==> src/rtl/mux_serializer.sv <==
// mux_serializer: parallel-to-serial converter with valid/ready on both sides.
// A captured word is held in r_hold and one bit per accepted beat is selected
// through a balanced tree of 2:1 mux cells driven by the resolved bit position.

// Two-input mux cell used as the only building block of the selection tree.
module mux (
  input  logic i_a,
  input  logic i_b,
  input  logic i_sel,
  output logic o_y
);

  assign o_y = i_sel ? i_b : i_a;

endmodule

module mux_serializer #(
  parameter int WIDTH     = 8,
  parameter bit LSB_FIRST = 1'b1
) (
  input  logic             clk,
  input  logic             rst,
  input  logic             up_valid,
  output logic             up_ready,
  input  logic [WIDTH-1:0] up_data,
  output logic             down_valid,
  input  logic             down_ready,
  output logic             down_data,
  output logic             down_last
);

  localparam int IW     = $clog2(WIDTH);
  localparam int LEAVES = 1 << IW;
  localparam logic [IW-1:0] LAST_IDX = IW'(WIDTH - 1);

  typedef enum logic {S_IDLE = 1'b0, S_SHIFT = 1'b1} state_t;

  state_t r_state;
  state_t w_next;

  logic [WIDTH-1:0]    r_hold;
  logic [IW-1:0]       r_idx;
  logic [IW-1:0]       w_pos;
  logic                w_last;
  logic                w_beat;
  logic                w_load;
  logic                w_tree;
  // Heap-ordered tree nodes: node 0 is the root, leaves occupy LEAVES-1 .. 2*LEAVES-2.
  logic [2*LEAVES-2:0] w_node;

  assign w_last = (r_state == S_SHIFT) && (r_idx == LAST_IDX);
  assign w_beat = (r_state == S_SHIFT) && down_ready;
  assign w_load = up_valid && up_ready;

  // Resolve the counter into the physical bit position for the chosen bit order.
  always_comb begin
    if (LSB_FIRST) w_pos = r_idx;
    else           w_pos = LAST_IDX - r_idx;
  end

  // Leaves: hold register bits, padded with zeros up to the next power of two.
  for (genvar j = 0; j < LEAVES; j++) begin : g_leaf
    if (j < WIDTH) begin : g_used
      assign w_node[LEAVES-1+j] = r_hold[j];
    end else begin : g_pad
      assign w_node[LEAVES-1+j] = 1'b0;
    end
  end

  // Internal nodes: the level nearest the root steers with the MSB of w_pos,
  // the level nearest the leaves with bit 0.
  for (genvar d = 0; d < IW; d++) begin : g_lvl
    for (genvar m = 0; m < (1 << d); m++) begin : g_node
      mux u_mux (
        .i_a   (w_node[2*((1<<d)-1+m)+1]),
        .i_b   (w_node[2*((1<<d)-1+m)+2]),
        .i_sel (w_pos[IW-1-d]),
        .o_y   (w_node[(1<<d)-1+m])
      );
    end
  end

  assign w_tree = w_node[0];

  // State register.
  always_ff @(posedge clk or posedge rst) begin
    if (rst) r_state <= S_IDLE;
    else     r_state <= w_next;
  end

  // Next-state logic: leave SHIFT only when the last bit goes out with no word waiting.
  always_comb begin
    w_next = r_state;
    case (r_state)
      S_IDLE:  if (w_load) w_next = S_SHIFT;
      S_SHIFT: if (w_beat && w_last && !up_valid) w_next = S_IDLE;
      default: w_next = S_IDLE;
    endcase
  end

  // Handshake and serial outputs; up_ready in SHIFT follows down_ready combinationally
  // so a new word can be taken on the same edge the last bit leaves.
  always_comb begin
    up_ready   = 1'b0;
    down_valid = 1'b0;
    down_data  = 1'b0;
    down_last  = 1'b0;
    case (r_state)
      S_IDLE: begin
        up_ready = !rst;
      end
      S_SHIFT: begin
        down_valid = 1'b1;
        down_data  = w_tree;
        down_last  = w_last;
        up_ready   = down_ready && w_last;
      end
      default: ;
    endcase
  end

  // Hold register and bit index: capture on accept, advance on each non-final beat.
  always_ff @(posedge clk or posedge rst) begin
    if (rst) begin
      r_hold <= '0;
      r_idx  <= '0;
    end else if (w_load) begin
      r_hold <= up_data;
      r_idx  <= '0;
    end else if (w_beat && !w_last) begin
      r_idx  <= r_idx + 1'b1;
    end
  end

endmodule

==> config.mk <==
export PLATFORM = sky130hd
export DESIGN_NAME = mux_serializer
export DESIGN_NICKNAME = d
export VERILOG_FILES = /design/src/rtl/mux_serializer.sv
export SDC_FILE = /design/constraint.sdc
export NUM_CORES = 1
export LEC_CHECK = 0
export BUFFER_PORTS_ARGS = -buffer_cell sky130_fd_sc_hd__buf_2
export CORE_AREA = 3 3 40 42
export CTS_CLUSTER_DIAMETER = 60
export DETAILED_ROUTE_END_ITERATION = 8
export DIE_AREA = 0 0 43 45
export PLACE_DENSITY_LB_ADDON = 0.25
export SYNTH_ARGS = -nofsm -noshare
export SYNTH_HDL_FRONTEND = slang
export SYNTH_SLANG_ARGS = --single-unit
==> constraint.sdc <==
create_clock -name clk -period 4.3 [get_ports clk]
set_input_delay 0.215 -clock clk [delete_from_list [all_inputs] [get_ports clk]]
set_output_delay 0.215 -clock clk [all_outputs]
set_load 0.05 [all_outputs]
==> metrics.txt <==
outcome completed; GP Congestion 0.729; cell mode on critical path ha_1; CP peak stage delay 0.44 ns; Critical Path Start Type flop; minimum clock period 2.08 ns; worst slew pin tran 0.452 ns; critical path's top delay family simple AND/OR/NAND/NOR gates; #FFs+latches synth 12; Die Ht 45 µm; fmax 480 MHz; Post-DP Area between 600 and 700 µm²; worst r2r path cells 5; std cell rows 13; worst slack, placed around 2.5 ns; YS warnings 0; I/O pin count 16; WL/cell approximately 12 µm; Num Clock Sinks 12; Period Utilization, post-route 0.485; proportion of layout cells with a drive suffix above 1 0.492; Worst Hold Class in -> reg; total grt overflow 0; largest area contributor in the netlist dfrtp_1; CTS buffer count 3; GRT Total Usage 0.125; worst hold path stage count 2; launching point of the worst reg2reg path r_idx[1]$_DFFE_PP0P_; Distinct cells, synth 17; Setup Buffers After CTS 0; final WL 999 µm; Core Region about 1300 µm²; hold slack 0.170 ns; register area share after synthesis 0.502; area of the multi-input gates 290 µm²; fill cell count between 100 and 150; Synth top area share 0.502; Worst Clk Skew about 0.0061 ns; Routed Antenna Nets 0; Post-Synth Adder-Cell Area 0.0418; Synth async-reset ratio 1.00; Max FO, Critical Path 5; Relative slew margins 0.698; PostCTS Resize Cnt 0; Vias 396; clock root cell clkbuf_4; Final Cell Area ~740 µm²; Die X 43 µm; worst path cell trace ha_1 > ha_1 > and3_4 > or2_2 > buf_2; CP endpoint kind output port; Compound-Gate Fraction of Synth Area 0.0795; largest net degree at the start of global routing 13; Peak VDD IR 0.000300 V; worst skew pair latency 0.27 ns; CP Depth 5; initial antenna violation count 0; slowest CP cell dfrtp_1; Crit path buffers/inverters 1; H-tree depth 1; Cell Area, Synth about 600 µm²; endpoints failing hold 0; post-synthesis mux area share 0.264; Synth Area in Simple Gates 0.0858; Initial Utilization 0.465; endpoints failing setup 0; required time of the worst setup path 4.09 ns; Syn Nets ~60; vias in the first global route ~420; worst hold start up_data[2]; Final Util 0.574; RSZ-0062 raised after global routing no; dpl hpwl just under 800 µm; synth top area cells dfrtp_1 (50%), mux2_2 (17%), mux2i_1 (5.0%); Buffers on Ports 15; P_leak roughly 0.37 nW; Worst-path clk slew about 0.080 ns; Slew Limit Fails 0; CTS tree yes; Post-Synth XOR/XNOR Area 0.0146; WS Path Type reg -> out; register area 300 µm²; final setup slack of the worst path 2.22 ns; number of synthesized flops with an enable pin 0; Remaining DRCs 0; Syn Inst Count 45; initial DRC count 0; most frequent cell after synthesis dfrtp_1; first-pass GRT wire length approximately 1700 µm; prevailing post-synth register cell dfrtp_1; crit path DAT 1.87 ns; top cells by count, synth dfrtp_1 (12), mux2_2 (9), a21oi_1 (3), mux2i_1 (3), nand2_1 (3); setup TNS 0 ns; max_cap viols 0; Area growth, synth to finish 23.4%; syn avg cell area 13.3 µm²; largest family of logic cells by synthesized area multiplexers; PwrDens 757 nW/µm²; nets 80; critical path launch point r_idx[1]$_DFFE_PP0P_; clock tree buffer depth 2; Via density 4.95; First-pass DRT Iterations 1; # diodes 0; Die ar. approximately 1900 µm²
cell type report:
class                      instances  share of cell area
timing repair buffer              16               0.115
inverter                           2              0.0102
sequential                        12               0.407
tap                               15              0.0254
clock buffer                       4              0.0492
multi-input combinational         31               0.393
metal layers:
layer / global-route usage / vias up / part of all wire
met1: 0.149 / 178 / 0.44
met2: 0.195 / 11 / 0.48
met4: 0.0723 / 0 / 0.018
li1: - / 203 / -
met3: 0.0478 / 4 / 0.067
met5: 0 / - / 0
path summary, 6_finish.rpt:
path / end / slack, ns
worst max-delay path: up_ready / 2.22
worst min-delay path: r_hold[2]$_DFFE_PP0P_ / 0.17
worst max register to register: r_hold[6]$_DFFE_PP0P_ / 2.48
worst min register to register: r_hold[4]$_DFFE_PP0P_ / 0.50
max in group asynchronous: r_state$_DFF_PP0_ / 3.49
min in group asynchronous: r_idx[2]$_DFFE_PP0P_ / 0.49
placed cells by master, fill, tap and decap left out:
| cell | n |
|---|---|
| nor2_1 | 2 |
| o31ai_1 | 1 |
| a311oi_1 | 1 |
| nand3b_1 | 1 |
| ha_1 | 2 |
| mux2i_1 | 3 |
| and2_2 | 1 |
| buf_2 | 15 |
| inv_1 | 2 |
| mux2_2 | 9 |
| dlygate4sd3_1 | 1 |
| nand2_1 | 3 |
| clkbuf_4 | 3 |
| o21ai_4 | 1 |
| and3_4 | 1 |
| mux4_1 | 1 |
| dfrtp_1 | 12 |
| or2_2 | 1 |
| clkbuf_8 | 1 |
| a21oi_1 | 3 |
| xor2_1 | 1 |
per-stage QoR:
step / power [mW] / std cells
4_1_cts: 0.568 / 80
3_5_place_dp: 0.476 / 75
2_1_floorplan: 0.418 / 45
5_1_grt: 0.605 / 80
6_report: 0.559 / 80
3_3_place_gp: 0.475 / 75
registers in the layout, summed over array words and instances (netlist names):
register	cells
r_idx	3
r_hold	8
r_state	1
timing repair:
item,4_1_cts,5_1_grt
hold endpoints to repair,12,0
setup endpoints to repair,0,0
hold buffers,1,0
power breakdown:
part | switching (mW) | total [mW] | internal (mW) | leakage, nW
combinational | 0.142 | 0.257 | 0.115 | 0.204
clock | 0.0367 | 0.0881 | 0.0514 | 0.0210
sequential | 0.0440 | 0.214 | 0.170 | 0.143
cells by family after synthesis:
logic type,count (synthesis)
buf+inv,2
compound gates,6
xor+xnor,1
mux,13
simple gates,9
flops,12
fa+ha+maj,2
(Power assumes the default switching activity.)
